File: src/rtl/sle4_debounce_pkg.sv
// Shared constants and helpers for the SLE4 debounce block.
package sle4_debounce_pkg;

  // Width of the run counter and of the EVENTS counter.
  localparam int CNT_W = 4;

  // Largest legal debounce length; it must fit in the run counter.
  localparam int N_MAX = 15;

  // EVENTS stops counting at this value instead of wrapping.
  localparam logic [CNT_W-1:0] EVENTS_SAT = 4'd15;

  // Saturating increment used for the transition counter.
  function automatic logic [CNT_W-1:0] sat_inc(input logic [CNT_W-1:0] v);
    return (v == EVENTS_SAT) ? v : v + 1'b1;
  endfunction

endpackage

File: src/rtl/sle4_debounce_sle4.sv
// Combinational signed 4-bit less-or-equal comparator: le_o = (i0 <= i1).
module sle4_debounce_sle4
  import sle4_debounce_pkg::*;
(
  input  logic [CNT_W-1:0] i0_i,
  input  logic [CNT_W-1:0] i1_i,
  output logic             le_o
);

  // Two's complement compare; the operands are reinterpreted as signed.
  always_comb begin
    le_o = ($signed(i0_i) <= $signed(i1_i));
  end

endmodule

File: src/rtl/sle4_debounce.sv
// Debounced threshold flag built on the SLE4 comparator. The state O flips
// only after N consecutive valid samples disagree with it; each flip produces
// a one-cycle RISE or FALL pulse and bumps a saturating transition count.
module sle4_debounce
  import sle4_debounce_pkg::*;
#(
  // Consecutive disagreeing valid samples needed to flip; legal range 1..N_MAX.
  parameter int N = 3
) (
  input  logic             clk_i,
  input  logic             reset_i,
  input  logic             valid_i,
  input  logic [CNT_W-1:0] i_i,
  input  logic [CNT_W-1:0] t_i,
  input  logic             clr_i,
  output logic             o_o,
  output logic             rise_o,
  output logic             fall_o,
  output logic [CNT_W-1:0] events_o
);

  // Run length at which the next disagreeing sample causes a flip.
  localparam logic [CNT_W-1:0] FLIP_AT = CNT_W'(N - 1);

  logic             raw;
  logic             o_q,      o_d;
  logic [CNT_W-1:0] cnt_q,    cnt_d;
  logic             rise_q,   rise_d;
  logic             fall_q,   fall_d;
  logic [CNT_W-1:0] events_q, events_d;

  sle4_debounce_sle4 u_sle4 (
    .i0_i (i_i),
    .i1_i (t_i),
    .le_o (raw)
  );

  // Next-state: count disagreeing valid samples, flip on the N-th one.
  always_comb begin
    // NOTE: every output of this block gets a default first, so no path
    // leaves a signal unassigned and no latch is inferred.
    o_d      = o_q;
    cnt_d    = cnt_q;
    rise_d   = 1'b0;
    fall_d   = 1'b0;
    events_d = events_q;

    if (valid_i) begin
      if (raw == o_q) begin
        // An agreeing sample ends any run in progress.
        cnt_d = '0;
      end else if (cnt_q == FLIP_AT) begin
        o_d      = raw;
        cnt_d    = '0;
        rise_d   = raw;
        fall_d   = ~raw;
        events_d = sat_inc(events_q);
      end else begin
        cnt_d = cnt_q + 1'b1;
      end
    end

    // Clear takes priority over a same-cycle increment.
    if (clr_i) begin
      events_d = '0;
    end
  end

  // State register with synchronous active-high reset.
  always_ff @(posedge clk_i) begin
    // NOTE: state registers use non-blocking assignments so every flop
    // samples the pre-edge values regardless of statement order.
    if (reset_i) begin
      o_q      <= 1'b0;
      cnt_q    <= '0;
      rise_q   <= 1'b0;
      fall_q   <= 1'b0;
      events_q <= '0;
    end else begin
      o_q      <= o_d;
      cnt_q    <= cnt_d;
      rise_q   <= rise_d;
      fall_q   <= fall_d;
      events_q <= events_d;
    end
  end

  assign o_o      = o_q;
  assign rise_o   = rise_q;
  assign fall_o   = fall_q;
  assign events_o = events_q;

endmodule

File: config.mk
export PLATFORM = sky130hd
export DESIGN_NAME = sle4_debounce
export DESIGN_NICKNAME = d
export VERILOG_FILES = /design/src/rtl/sle4_debounce_pkg.sv /design/src/rtl/sle4_debounce_sle4.sv /design/src/rtl/sle4_debounce.sv
export SDC_FILE = /design/constraint.sdc
export NUM_CORES = 1
export LEC_CHECK = 0
export ABC_AREA = 0
export ABC_CLOCK_PERIOD_IN_PS = 1400
export BUFFER_PORTS_ARGS = -buffer_cell sky130_fd_sc_hd__buf_2
export CORE_UTILIZATION = 45
export CTS_BUF_LIST = sky130_fd_sc_hd__clkbuf_8 sky130_fd_sc_hd__clkbuf_16
export DETAILED_ROUTE_END_ITERATION = 8
export PLACE_DENSITY_LB_ADDON = 0.3
export RECOVER_POWER = 25
export SYNTH_ARGS = -nofsm -noshare
export SYNTH_HDL_FRONTEND = slang
export SYNTH_SLANG_ARGS = --single-unit
File: constraint.sdc
create_clock -name clk_i -period 1.4 [get_ports clk_i]
set_input_delay 0.14 -clock clk_i [delete_from_list [all_inputs] [get_ports clk_i]]
set_output_delay 0.14 -clock clk_i [all_outputs]
set_load 0.03 [all_outputs]
==> results of run 1 <==
==> cell usage in the layout, fill, tap and decap left out, types with 3 or more instances in the layout <==
cell type                   n
sky130_fd_sc_hd__clkbuf_8   3
sky130_fd_sc_hd__mux2i_1    4
sky130_fd_sc_hd__nor3b_1    4
sky130_fd_sc_hd__buf_2     16
sky130_fd_sc_hd__nor2_1     5
sky130_fd_sc_hd__dfxtp_2    3
sky130_fd_sc_hd__and3_1     3
sky130_fd_sc_hd__buf_4     12
sky130_fd_sc_hd__ha_1       6
sky130_fd_sc_hd__nand3_1    4
sky130_fd_sc_hd__or3_1      3
sky130_fd_sc_hd__nand2_1    8
sky130_fd_sc_hd__inv_1      5
sky130_fd_sc_hd__dfxtp_1    8
sky130_fd_sc_hd__nor2b_1    3
==> cell usage after synthesis <==
cell	n
sky130_fd_sc_hd__or2b_1	1
sky130_fd_sc_hd__a31oi_4	1
sky130_fd_sc_hd__nand3_1	6
sky130_fd_sc_hd__nor2b_2	1
sky130_fd_sc_hd__nand2b_4	1
sky130_fd_sc_hd__nand2b_1	1
sky130_fd_sc_hd__o21a_1	1
sky130_fd_sc_hd__a21oi_1	2
sky130_fd_sc_hd__and3b_1	1
sky130_fd_sc_hd__dfxtp_1	11
sky130_fd_sc_hd__a2bb2oi_1	1
sky130_fd_sc_hd__nand3b_1	1
sky130_fd_sc_hd__nand2_1	8
sky130_fd_sc_hd__and4b_1	1
sky130_fd_sc_hd__nand2_2	1
sky130_fd_sc_hd__a211oi_2	1
sky130_fd_sc_hd__nor3b_1	5
sky130_fd_sc_hd__nor4_1	1
sky130_fd_sc_hd__o211ai_4	1
sky130_fd_sc_hd__ha_1	7
sky130_fd_sc_hd__and3_1	3
sky130_fd_sc_hd__or3b_4	1
sky130_fd_sc_hd__a31oi_1	1
sky130_fd_sc_hd__o21ai_1	1
sky130_fd_sc_hd__nor2b_1	3
sky130_fd_sc_hd__inv_1	5
sky130_fd_sc_hd__nor2_1	6
sky130_fd_sc_hd__a211oi_1	1
sky130_fd_sc_hd__mux2i_1	4
sky130_fd_sc_hd__or3_1	3
sky130_fd_sc_hd__clkbuf_1	1
sky130_fd_sc_hd__o22ai_1	1
==> registers in the layout (all words and copies together) (netlist names) <==
name and count:
fall_o 1, cnt_q 4, o_o 1, events_o 4
rise_o 1
==> routing by layer <==
metal | GRT usage | vias up
met1 | 0.2222 | 311
met4 | 0.09375 | 0
li1 | - | 362
met2 | 0.3323 | 13
met3 | 0.05172 | 4
met5 | 0 | -
==> logic make-up (layout without fill, tap and decap cells) <==
family                     count (synthesis)  count (layout)  synth area share
AOI/OAI and AO/OA                         11              11            0.1438
adders and majority gates                  7               7            0.1184
muxes                                      4               4           0.05415
buffers and inverters                      6              39           0.03045
and+or+nand+nor                           44              44            0.3554
DFF                                       11              11            0.2978
==> final cells by class <==
type                            count  area, um^2  share of cell area
Clock buffer                        3       41.29             0.04019
Clock inverter                      1       3.754            0.003654
Inverter                            5       18.77             0.01827
Multi-Input combinational cell     66       541.8              0.5274
Sequential cell                    11       224.0              0.2180
Tap cell                           16       20.02             0.01949
Timing Repair Buffer               30       177.7              0.1730
==> per-stage QoR <==
stage / utilization / hold WS [ns] / TNS [ns]
2_1_floorplan: - / 0.3160 / -0.3566
3_3_place_gp: 0.6166 / 0.4316 / -1.453
3_5_place_dp: 0.6166 / 0.4433 / -2.216
4_1_cts: 0.6560 / 0.1965 / -0.4736
5_1_grt: 0.6741 / 0.2094 / -0.8838
6_report: 0.6741 / 0.1885 / -0.4975
==> how the worst min path moves through the flow <==
stage | from | endpoint | slack [ns] | cells past startpoint
2_1_floorplan | clr_i | events_o[0] | 0.32 | 2
3_3_place_gp | reset_i | o_o | 0.43 | 2
3_5_place_dp | reset_i | o_o | 0.44 | 2
4_1_cts | clr_i | events_o[2] | 0.20 | 3
5_1_grt | clr_i | events_o[2] | 0.21 | 3
6_report | reset_i | cnt_q[0] | 0.19 | 2
==> critical path: cells and delay by family (launching register included) <==
family,cells,cell delay [ns]
buf+inv,1,0.07
simple gates,3,0.55
flops,1,0.32
compound gates,1,0.21
mux,1,0.13
fa+ha+maj,1,0.14
==> report_power, final <==
group,internal [W],switching (W)
combinational,0.0000814,0.0000842
clock,0.000193,0.000130
sequential,0.000317,0.00000251
total,0.000592,0.000216
==> timing repair <==
action / in CTS / in global routing
resized for setup: 0 / 5
hold endpoints to repair: 0 / 0
setup endpoints to repair: 7 / 11
pin swaps: 2 / 8
setup buffers: 2 / 2
==> out/qor.csv, run 1 <==
metric,value,unit
number of storage elements in the synthesis netlist,11,
die footprint,1809,um^2
"Warnings, synthesis",0,
fin worst setup slack,-0.1241,ns
PwrDens,787.0,nW/um^2
I/O Buffers,18,
RSZ-0062 raised after global routing,yes,
capturing point of the worst reg2reg path,events_o[0],
top layer used by detailed routing,met4,
height of the chip,42.54,um
share of the clock period used by the worst path after layout,1.089,
pre-CTS setup slack,-0.2842,ns
maximum number of buffers from clock root to sink,2,
total global-route track usage,0.1947,
worst setup path end,events_o[0],
MaxCap Viol Count,0,
area of the placeable core,1524,um^2
Synth Instances,83,
launch instance of the worst register-to-register path,cnt_q[0],
clk_lat worst skew,0.24,ns
peak per-stage delay on the critical path,0.39,ns
first-pass GRT wire length,2.601,mm
cell area after placement,939.7,um^2
wire length per cell after detailed routing,12.81,um
critical path required time,1.53,ns
transition at the pin with the smallest max-transition slack,0.3595,ns
total length of routed wires,1.691,mm
result of the run,"complete, but fails checks",
gr ovfl total,0,
Mapped Area,739.5,um^2
detailed placement HPWL,1.210,mm
crit path DAT,1.65,ns
# hold bufs at CTS,0,
post-route antenna net violation count,0,
wire length on met1,765,um
mean number of vias per cell,5.227,
antenna violations before repair,0,
mean post-synth cell area,8.909,um^2
launching element type of the critical path,flip-flop,
count of endpoints failing hold in the final timing report,0,
Cell Rows,14,
total nets after synthesis,102,
leak pwr,0.4894,nW
Max Fanout on Critical Path,3,
kind of end point of the critical path,flip-flop,
final instance area,1027,um^2
total length of routed met2 wires,851,um
skew final,0.002006,ns
total chip power,0.0008084,W
worst voltage drop across the vdd grid,579.9,uV
Synth cell types,32,
Clock Sink Count,11,
post-route insts no fill,132,
crit path max-delay cell type,sky130_fd_sc_hd__or3b_4,
number of cell instances on the worst register-to-register path,7,
slack of the worst reg-to-reg path,-0.12,ns
initial core utilization,0.4852,
CTS H-tree depth,1,
series of cell instances along the critical path,inv_2 > ha_4 > nand2b_4 > or3b_4 > a31oi_4 > nand2_2 > mux2i_1,
GP Congestion,0.7467,
start point of the critical path,cnt_q[0],
violated checks,negative setup slack,
max-slew violation count,0,
DRC violations left,0,
sequential share of the synthesized area,0.2978,
ranking of synthesized cells by area,"sky130_fd_sc_hd__dfxtp_1 (30%), sky130_fd_sc_hd__ha_1 (12%), sky130_fd_sc_hd__mux2i_1 (5.4%), sky130_fd_sc_hd__nor3b_1 (5.1%), sky130_fd_sc_hd__nand3_1 (4.1%)",
final setup violation count,6,
synth-to-layout area growth,38.92,%
horizontal extent of the die,42.54,um
critical path start-end classification,flip-flop to flip-flop,
via count of the first global-routing pass,642,
buffer cell driving the clock tree root,sky130_fd_sc_hd__clkbuf_8,
top cell type's share of synthesized area,0.2978,
number of buffers inserted during clock tree synthesis,3,
number of design-rule violations left by the first detailed-router iteration,5,
min cycle time layout,1.524,ns
TritonCTS clock tree,built,
Worst slew margin,0.7614,
cell type with the largest total area after synthesis,sky130_fd_sc_hd__dfxtp_1,
share of post-route cells with drive strength above 1,0.4138,
number of nets in the finished design,136,
I/O pin count,19,
instance count after placement with tap cells included,125,
f_max,0.6561,GHz
count of antenna diodes in the layout,0,
hold crit path type,primary input to flip-flop,
first-pass iteration count of the detailed router,4,
clk slew on worst S/H paths,0.05,ns
largest net degree at the start of global routing,12,
routed length on met3,51,um
routed via count,690,
fill cell instance count of the final layout,125,
Note: power is estimated with default switching activity, not from simulation.
==> run 2, diff against run 1 <==
--- a/config.mk
+++ b/config.mk
@@ -8,11 +8,12 @@
 export ABC_AREA = 0
 export ABC_CLOCK_PERIOD_IN_PS = 1400
 export BUFFER_PORTS_ARGS = -buffer_cell sky130_fd_sc_hd__buf_2
-export CORE_UTILIZATION = 45
+export CORE_UTILIZATION = 44
 export CTS_BUF_LIST = sky130_fd_sc_hd__clkbuf_8 sky130_fd_sc_hd__clkbuf_16
 export DETAILED_ROUTE_END_ITERATION = 8
 export PLACE_DENSITY_LB_ADDON = 0.3
 export RECOVER_POWER = 25
 export SYNTH_ARGS = -nofsm -noshare
 export SYNTH_HDL_FRONTEND = slang
+export SYNTH_HIERARCHICAL = 1
 export SYNTH_SLANG_ARGS = --single-unit
==> run 2 against run 1 <==
Net effect: the flow still finishes with violations (negative setup slack); first-iteration DRC count increased by 120%; final cell count down 6.8%; non-clock buffer count did not move; area after synthesis is 10% lower; core utilization rose by 14 points; maximum frequency is 1.1% lower; critical endpoint is now events_o[3]; largest cell class unchanged; largest power group is now registers.
==> out/qor.csv, run 2 <==
metric,value,unit,change
skew final,0.001170,ns,-0.0008359 ns
gr ovfl total,0,,unchanged
TritonCTS clock tree,built,,
pre-CTS setup slack,-0.3992,ns,-0.1150 ns
Synth Instances,75,,-9.6%
"most common cell after layout, fill and taps aside",sky130_fd_sc_hd__buf_2,,
worst hold start,reset_i,,
detailed placement HPWL,1.195,mm,-1.2%
first-pass iteration count of the detailed router,4,,unchanged
f_max,0.6489,GHz,-1.1%
total length of routed wires,2.016,mm,+19%
transition at the pin with the smallest max-transition slack,0.3643,ns,+0.004781 ns
fill cell instance count of the final layout,83,,-34%
"Warnings, synthesis",6,,+6
critical path start-end classification,primary input to flip-flop,,
Worst slew margin,0.7582,,-0.003173
height of the chip,40.90,um,-3.9%
start point of the critical path,i_i[2],,
# hold bufs at CTS,0,,unchanged
number of design-rule violations left by the first detailed-router iteration,11,,+6
share of the clock period used by the worst path after layout,1.101,,+0.01216
worst voltage drop across the vdd grid,569.5,uV,-1.8%
internal power summed over all cells,0.0006340,W,+7.0%
part of the total power dissipated in sequential elements,0.363,,-0.033
max-slew violation count,0,,unchanged
buffer cell driving the clock tree root,sky130_fd_sc_hd__clkbuf_8,,
fin util,0.8119,,+0.1378
I/O pin count,19,,unchanged
total chip power,0.0008854,W,+9.5%
Synth cell types,32,,unchanged
maximum number of buffers from clock root to sink,2,,unchanged
violated checks,negative setup slack,,
mean post-synth cell area,8.875,um^2,-0.38%
largest net degree at the start of global routing,10,,-2
DRC violations left,0,,unchanged
count of antenna diodes in the layout,0,,unchanged
Mapped Area,665.6,um^2,-10%
clk_lat worst skew,0.24,ns,about the same
number of storage elements in the synthesis netlist,11,,unchanged
PwrDens,807.9,nW/um^2,+2.7%
switching portion of total power,0.2840,,+0.01662
launching element type of the critical path,primary input,,
total nets after synthesis,94,,-7.8%
number of nets in the finished design,128,,-5.9%
area of the placeable core,1350,um^2,-11%
synth-to-layout area growth,64.66,%,
share of post-route cells with drive strength above 1,0.5370,,+0.1232
horizontal extent of the die,40.90,um,-3.9%
total global-route track usage,0.2649,,+0.07027
mean number of vias per cell,5.919,,+13%
synth cell count leaders,"sky130_fd_sc_hd__dfxtp_1 (11), sky130_fd_sc_hd__ha_1 (7), sky130_fd_sc_hd__inv_1 (7)",,
first-pass GRT wire length,2.815,mm,+8.2%
post-route antenna net violation count,0,,unchanged
leak pwr,0.4786,nW,-2.2%
number of buffers inserted during clock tree synthesis,3,,unchanged
routed via count,728,,+5.5%
async set-or-reset flop fraction in the synthesized netlist,0,,unchanged
area taken by multi-input logic gates,574.3,um^2,+6.0%
via count of the first global-routing pass,611,,-4.8%
instance count after placement with tap cells included,116,,-7.2%
result of the run,"complete, but fails checks",,
final setup violation count,11,,+5
cell type with the largest total area after synthesis,sky130_fd_sc_hd__dfxtp_1,,
die footprint,1672,um^2,-7.6%
Max Fanout on Critical Path,5,,+2
fraction of power consumed by combinational cells,0.285,,+0.080
ranking of synthesized cells by area,"sky130_fd_sc_hd__dfxtp_1 (33%), sky130_fd_sc_hd__ha_1 (13%), sky130_fd_sc_hd__inv_1 (3.9%), sky130_fd_sc_hd__a21oi_1 (3.8%), sky130_fd_sc_hd__nand3_1 (3.0%)",,
antenna violations before repair,0,,unchanged
min cycle time layout,1.541,ns,+0.01702 ns
I/O Buffers,18,,unchanged
Sw Pwr,0.0002515,W,+16%
RSZ-0062 raised after global routing,yes,,
critical path required time,1.55,ns,+0.02 ns
post-route insts no fill,123,,-6.8%
"leading cell types in the layout, fill and taps excluded","sky130_fd_sc_hd__buf_2 (15), sky130_fd_sc_hd__dfxtp_1 (9), sky130_fd_sc_hd__buf_4 (8)",,
fin worst setup slack,-0.1411,ns,-0.01702 ns
Post-synth EDFFs,0,,unchanged
Cell Rows,13,,-1
GP Congestion,0.6982,,-6.5%
most repeated cell in the gate-level netlist after synthesis,sky130_fd_sc_hd__dfxtp_1,,
hold crit path type,primary input to flip-flop,,
launch instance of the worst register-to-register path,cnt_q[0],,
sequential cell area in the final layout,222.7,um^2,-0.56%
MaxCap Viol Count,0,,unchanged
count of endpoints failing hold in the final timing report,0,,unchanged
post-route worst hold slack,0.2020,ns,+0.01348 ns
wire length per cell after detailed routing,16.39,um,+28%
clk slew on worst S/H paths,0.05,ns,about the same
initial core utilization,0.4930,,+0.007827
sequential share of the synthesized area,0.3308,,+0.03303
portion of total power attributed to the clock network,0.351,,-0.048
kind of end point of the critical path,flip-flop,,
top cell type's share of synthesized area,0.3308,,+0.03303
crit path DAT,1.70,ns,+0.05 ns
Clock Sink Count,11,,unchanged
dominant register cell in the synthesized netlist,sky130_fd_sc_hd__dfxtp_1,,
CTS H-tree depth,1,,unchanged
run 2: changes by cell type after synthesis, sizes merged, moves of 3 or more:
cell and delta:
nand2 -6, or3 -3, nor2 -3, a21oi +3, mux2i -4, nor3 +4, nor3b -4
run 2: per-layer routing:
layer,part of all wire,track usage,vias to the layer above,routed length (um)
met1,0.41,0.2970,348,821
met3,0.036,0.04891,4,72
met5,0,0,-,0
li1,-,-,353,-
met4,0.020,0.1250,0,40
met2,0.54,0.4727,23,1082
run 2: cell families after synthesis:
family / synth area share
simple gates: 0.2387
compound gates: 0.2087
flops: 0.3308
buf+inv: 0.05263
fa+ha+maj: 0.1316
xor+xnor: 0.03760
run 2: through the flow:
stage / instance area, um^2 / setup TNS, ns
after CTS: 1084 / -0.3821
after floorplan: 728.2 / -0.9397
after global routing: 1096 / -1.594
after detailed placement: 903.4 / -3.782
final: 1096 / -0.8645
after global placement: 903.4 / -3.316
run 2: path summary, 6_finish.rpt:
check                                    to  slack (ns)  cells after the start
worst max-delay path            events_o[3]       -0.14                      9
worst min-delay path               cnt_q[0]        0.20                      2
worst max register to register  events_o[0]       -0.05                      5
worst min register to register  events_o[1]        0.51                      2
run 2: power groups by stage:
stage / combinational [W] / sequential (W) / clock [W]
final: 0.000253 / 0.000321 / 0.000311
after CTS: 0.000239 / 0.000321 / 0.000314
after floorplan: 0.000107 / 0.000328 / 0
after global placement: 0.000169 / 0.000326 / 0
after global routing: 0.000268 / 0.000322 / 0.000333
after detailed placement: 0.000177 / 0.000326 / 0
run 2: layout make-up:
cell class              instances  share of cell area
clock buffers                   3             0.03767
clock inverters                 1            0.003425
inverters                       7             0.02626
multi-input cells              56              0.5240
flip-flops and latches         11              0.2032
well taps                      15             0.01712
repair buffers                 30              0.1884
run 2: worst max-delay path: stages:
cell                       delay, ns
sky130_fd_sc_hd__buf_6          0.10
sky130_fd_sc_hd__ha_4           0.24
sky130_fd_sc_hd__a211oi_2       0.20
sky130_fd_sc_hd__o21ai_2        0.10
sky130_fd_sc_hd__a31oi_4        0.20
sky130_fd_sc_hd__buf_6          0.17
sky130_fd_sc_hd__xor2_4         0.24
sky130_fd_sc_hd__a31oi_1        0.12
sky130_fd_sc_hd__a211oi_1       0.21
run 2: timing repair:
action	4_1_cts	5_1_grt
gates cloned	1	0
pin swaps	8	7
resized for setup	19	4
setup endpoints to repair	11	12
setup buffers	2	0
==> run 3, diff against run 2 <==
--- a/config.mk
+++ b/config.mk
@@ -6,7 +6,7 @@
 export NUM_CORES = 1
 export LEC_CHECK = 0
 export ABC_AREA = 0
-export ABC_CLOCK_PERIOD_IN_PS = 1400
+export ABC_CLOCK_PERIOD_IN_PS = 1300
 export BUFFER_PORTS_ARGS = -buffer_cell sky130_fd_sc_hd__buf_2
 export CORE_UTILIZATION = 44
 export CTS_BUF_LIST = sky130_fd_sc_hd__clkbuf_8 sky130_fd_sc_hd__clkbuf_16
==> constraint.sdc (replaced) <==
create_clock -name clk_i -period 1.3 [get_ports clk_i]
set_input_delay 0.13 -clock clk_i [delete_from_list [all_inputs] [get_ports clk_i]]
set_output_delay 0.13 -clock clk_i [all_outputs]
set_load 0.03 [all_outputs]
==> run 3 against run 2 <==
Net effect: the flow still finishes with violations (negative setup slack); wire length rose by 11%; via count increased by 6.7%; flip-flop and latch count is the same; largest cell class unchanged; worst setup slack worse by 0.091 ns; highest routed layer unchanged; clock power increased by 12%; clock skew is 0.0015 ns higher; total power is 11% higher.
==> out/qor.csv, run 3 (synthesis results as in run 2) <==
metric,value,unit,change
CTS H-tree depth,1,,unchanged
result of the run,"complete, but fails checks",,
clk slew on worst S/H paths,0.05,ns,about the same
critical path required time,1.47,ns,-0.08 ns
worst hold start,reset_i,,
critical path start-end classification,primary input to flip-flop,,
worst voltage drop across the vdd grid,659.5,uV,+16%
share of post-route cells with drive strength above 1,0.5508,,+0.01381
slack of the worst reg-to-reg path,-0.21,ns,-0.16 ns
instance count after placement with tap cells included,119,,+2.6%
switching portion of total power,0.2879,,+0.003873
Sw Pwr,0.0002838,W,+13%
gr ovfl total,0,,unchanged
GP Congestion,0.6984,,about the same
die footprint,1672,um^2,unchanged
count of antenna diodes in the layout,0,,unchanged
total length of routed wires,2.236,mm,+11%
destination of the worst hold path,o_o,,
portion of total power attributed to the clock network,0.352,,about the same
I/O pin count,19,,unchanged
total chip power,0.0009858,W,+11%
final setup violation count,11,,unchanged
max-slew violation count,0,,unchanged
Cell Rows,13,,unchanged
detailed placement HPWL,1.371,mm,+15%
hold crit path type,primary input to flip-flop,,
mean number of vias per cell,5.842,,-1.3%
area of the placeable core,1350,um^2,unchanged
I/O Buffers,18,,unchanged
post-route insts no fill,133,,+8.1%
violated checks,negative setup slack,,
fin util,0.8554,,+0.04356
share of the clock period used by the worst path after layout,1.178,,
Worst slew margin,0.7589,,about the same
launching element type of the critical path,primary input,,
clk_lat worst skew,0.24,ns,about the same
part of the total power dissipated in sequential elements,0.351,,-0.012
"leading cell types in the layout, fill and taps excluded","sky130_fd_sc_hd__buf_4 (19), sky130_fd_sc_hd__buf_2 (15), sky130_fd_sc_hd__dfxtp_1 (9)",,
horizontal extent of the die,40.90,um,unchanged
buffer cell driving the clock tree root,sky130_fd_sc_hd__clkbuf_8,,
DRC violations left,0,,unchanged
number of design-rule violations left by the first detailed-router iteration,41,,+30
initial core utilization,0.4930,,unchanged
skew final,0.002632,ns,+0.001462 ns
leak pwr,0.5275,nW,+10%
internal power summed over all cells,0.0007020,W,+11%
number of cell instances on the worst register-to-register path,5,,unchanged
first-pass GRT wire length,3.229,mm,+15%
fin worst setup slack,-0.2317,ns,-0.09054 ns
post-route antenna net violation count,0,,unchanged
RSZ-0062 raised after global routing,yes,,
PwrDens,853.6,nW/um^2,+5.7%
first-pass iteration count of the detailed router,4,,unchanged
min cycle time layout,1.532,ns,
capturing point of the worst reg2reg path,events_o[1],,
largest net degree at the start of global routing,10,,unchanged
number of buffers inserted during clock tree synthesis,3,,unchanged
transition at the pin with the smallest max-transition slack,0.3631,ns,-0.001130 ns
wire length per cell after detailed routing,16.81,um,+2.6%
fraction of power consumed by combinational cells,0.297,,+0.012
TritonCTS clock tree,built,,
antenna violations before repair,0,,unchanged
number of nets in the finished design,138,,+7.8%
"most common cell after layout, fill and taps aside",sky130_fd_sc_hd__buf_4,,
crit path DAT,1.70,ns,about the same
Max Fanout on Critical Path,5,,unchanged
maximum number of buffers from clock root to sink,2,,unchanged
# hold bufs at CTS,0,,unchanged
height of the chip,40.90,um,unchanged
total global-route track usage,0.3131,,+0.04813
MaxCap Viol Count,0,,unchanged
number of cells on the worst hold path,2,,unchanged
kind of end point of the critical path,flip-flop,,
via count of the first global-routing pass,722,,+18%
launch instance of the worst register-to-register path,cnt_q[0],,
f_max,0.6529,GHz,
routed via count,777,,+6.7%
count of endpoints failing hold in the final timing report,0,,unchanged
Clock Sink Count,11,,unchanged
synth-to-layout area growth,73.50,%,
pre-CTS setup slack,-0.5468,ns,-0.1477 ns
[run 3: cell type report]
cell class	count	area, um^2
Multi-Input combinational cell	56	561.8
Timing Repair Buffer	40	277.8
Sequential cell	11	222.7
Fill cell	80	195.2
Clock buffer	3	41.29
Inverter	7	28.78
Tap cell	15	18.77
Clock inverter	1	3.754
[run 3: worst max path at each step]
stage / startpoint / to / slack [ns] / depth (start not counted)
after floorplan: i_i[2] / events_o[2] / -0.22 / 7
after global placement: i_i[2] / cnt_q[2] / -0.46 / 8
after detailed placement: t_i[2] / events_o[0] / -0.55 / 9
after CTS: t_i[2] / events_o[2] / -0.21 / 10
after global routing: t_i[2] / events_o[2] / -0.32 / 10
final: t_i[2] / cnt_q[0] / -0.23 / 10
[run 3: critical path: stages]
cell,delay (ns)
sky130_fd_sc_hd__buf_6,0.10
sky130_fd_sc_hd__inv_4,0.05
sky130_fd_sc_hd__ha_4,0.20
sky130_fd_sc_hd__a211oi_4,0.21
sky130_fd_sc_hd__o21ai_2,0.10
sky130_fd_sc_hd__a31oi_4,0.20
sky130_fd_sc_hd__buf_6,0.16
sky130_fd_sc_hd__xor2_2,0.28
sky130_fd_sc_hd__nand4_1,0.13
sky130_fd_sc_hd__a21oi_1,0.14
[run 3: through the flow]
| stage | TNS [ns] | hold WS (ns) | instance area [um^2] |
|---|---|---|---|
| floorplan | -1.930 | 0.3003 | 728.2 |
| global placement | -4.346 | 0.4194 | 925.9 |
| detailed placement | -5.249 | 0.4215 | 925.9 |
| CTS | -1.923 | 0.1735 | 1116 |
| global route | -2.989 | 0.2071 | 1155 |
| finish | -2.200 | 0.1880 | 1155 |
[run 3: per-layer routing]
layer,vias up,global-route usage,wire length [um]
li1,369,-,-
met1,378,0.3092,836
met2,22,0.5781,1267
met3,8,0.07065,78
met4,0,0.1917,54
met5,-,0,0
[run 3: repair_timing]
| action | CTS | global route |
|---|---|---|
| gates resized for setup | 13 | 7 |
| pin swaps | 3 | 1 |
| hold endpoints to repair | 0 | 0 |
| endpoints found under the setup margin | 11 | 12 |
| setup buffers | 9 | 0 |
| gates cloned | 1 | 0 |
[run 3: power groups by stage]
stage,Clock (W),Sequential (W),Combinational (W)
after floorplan,0,0.000353,0.000115
after global placement,0,0.000351,0.000181
after detailed placement,0,0.000351,0.000194
after CTS,0.000342,0.000345,0.000266
after global routing,0.000355,0.000346,0.000315
final,0.000347,0.000346,0.000293
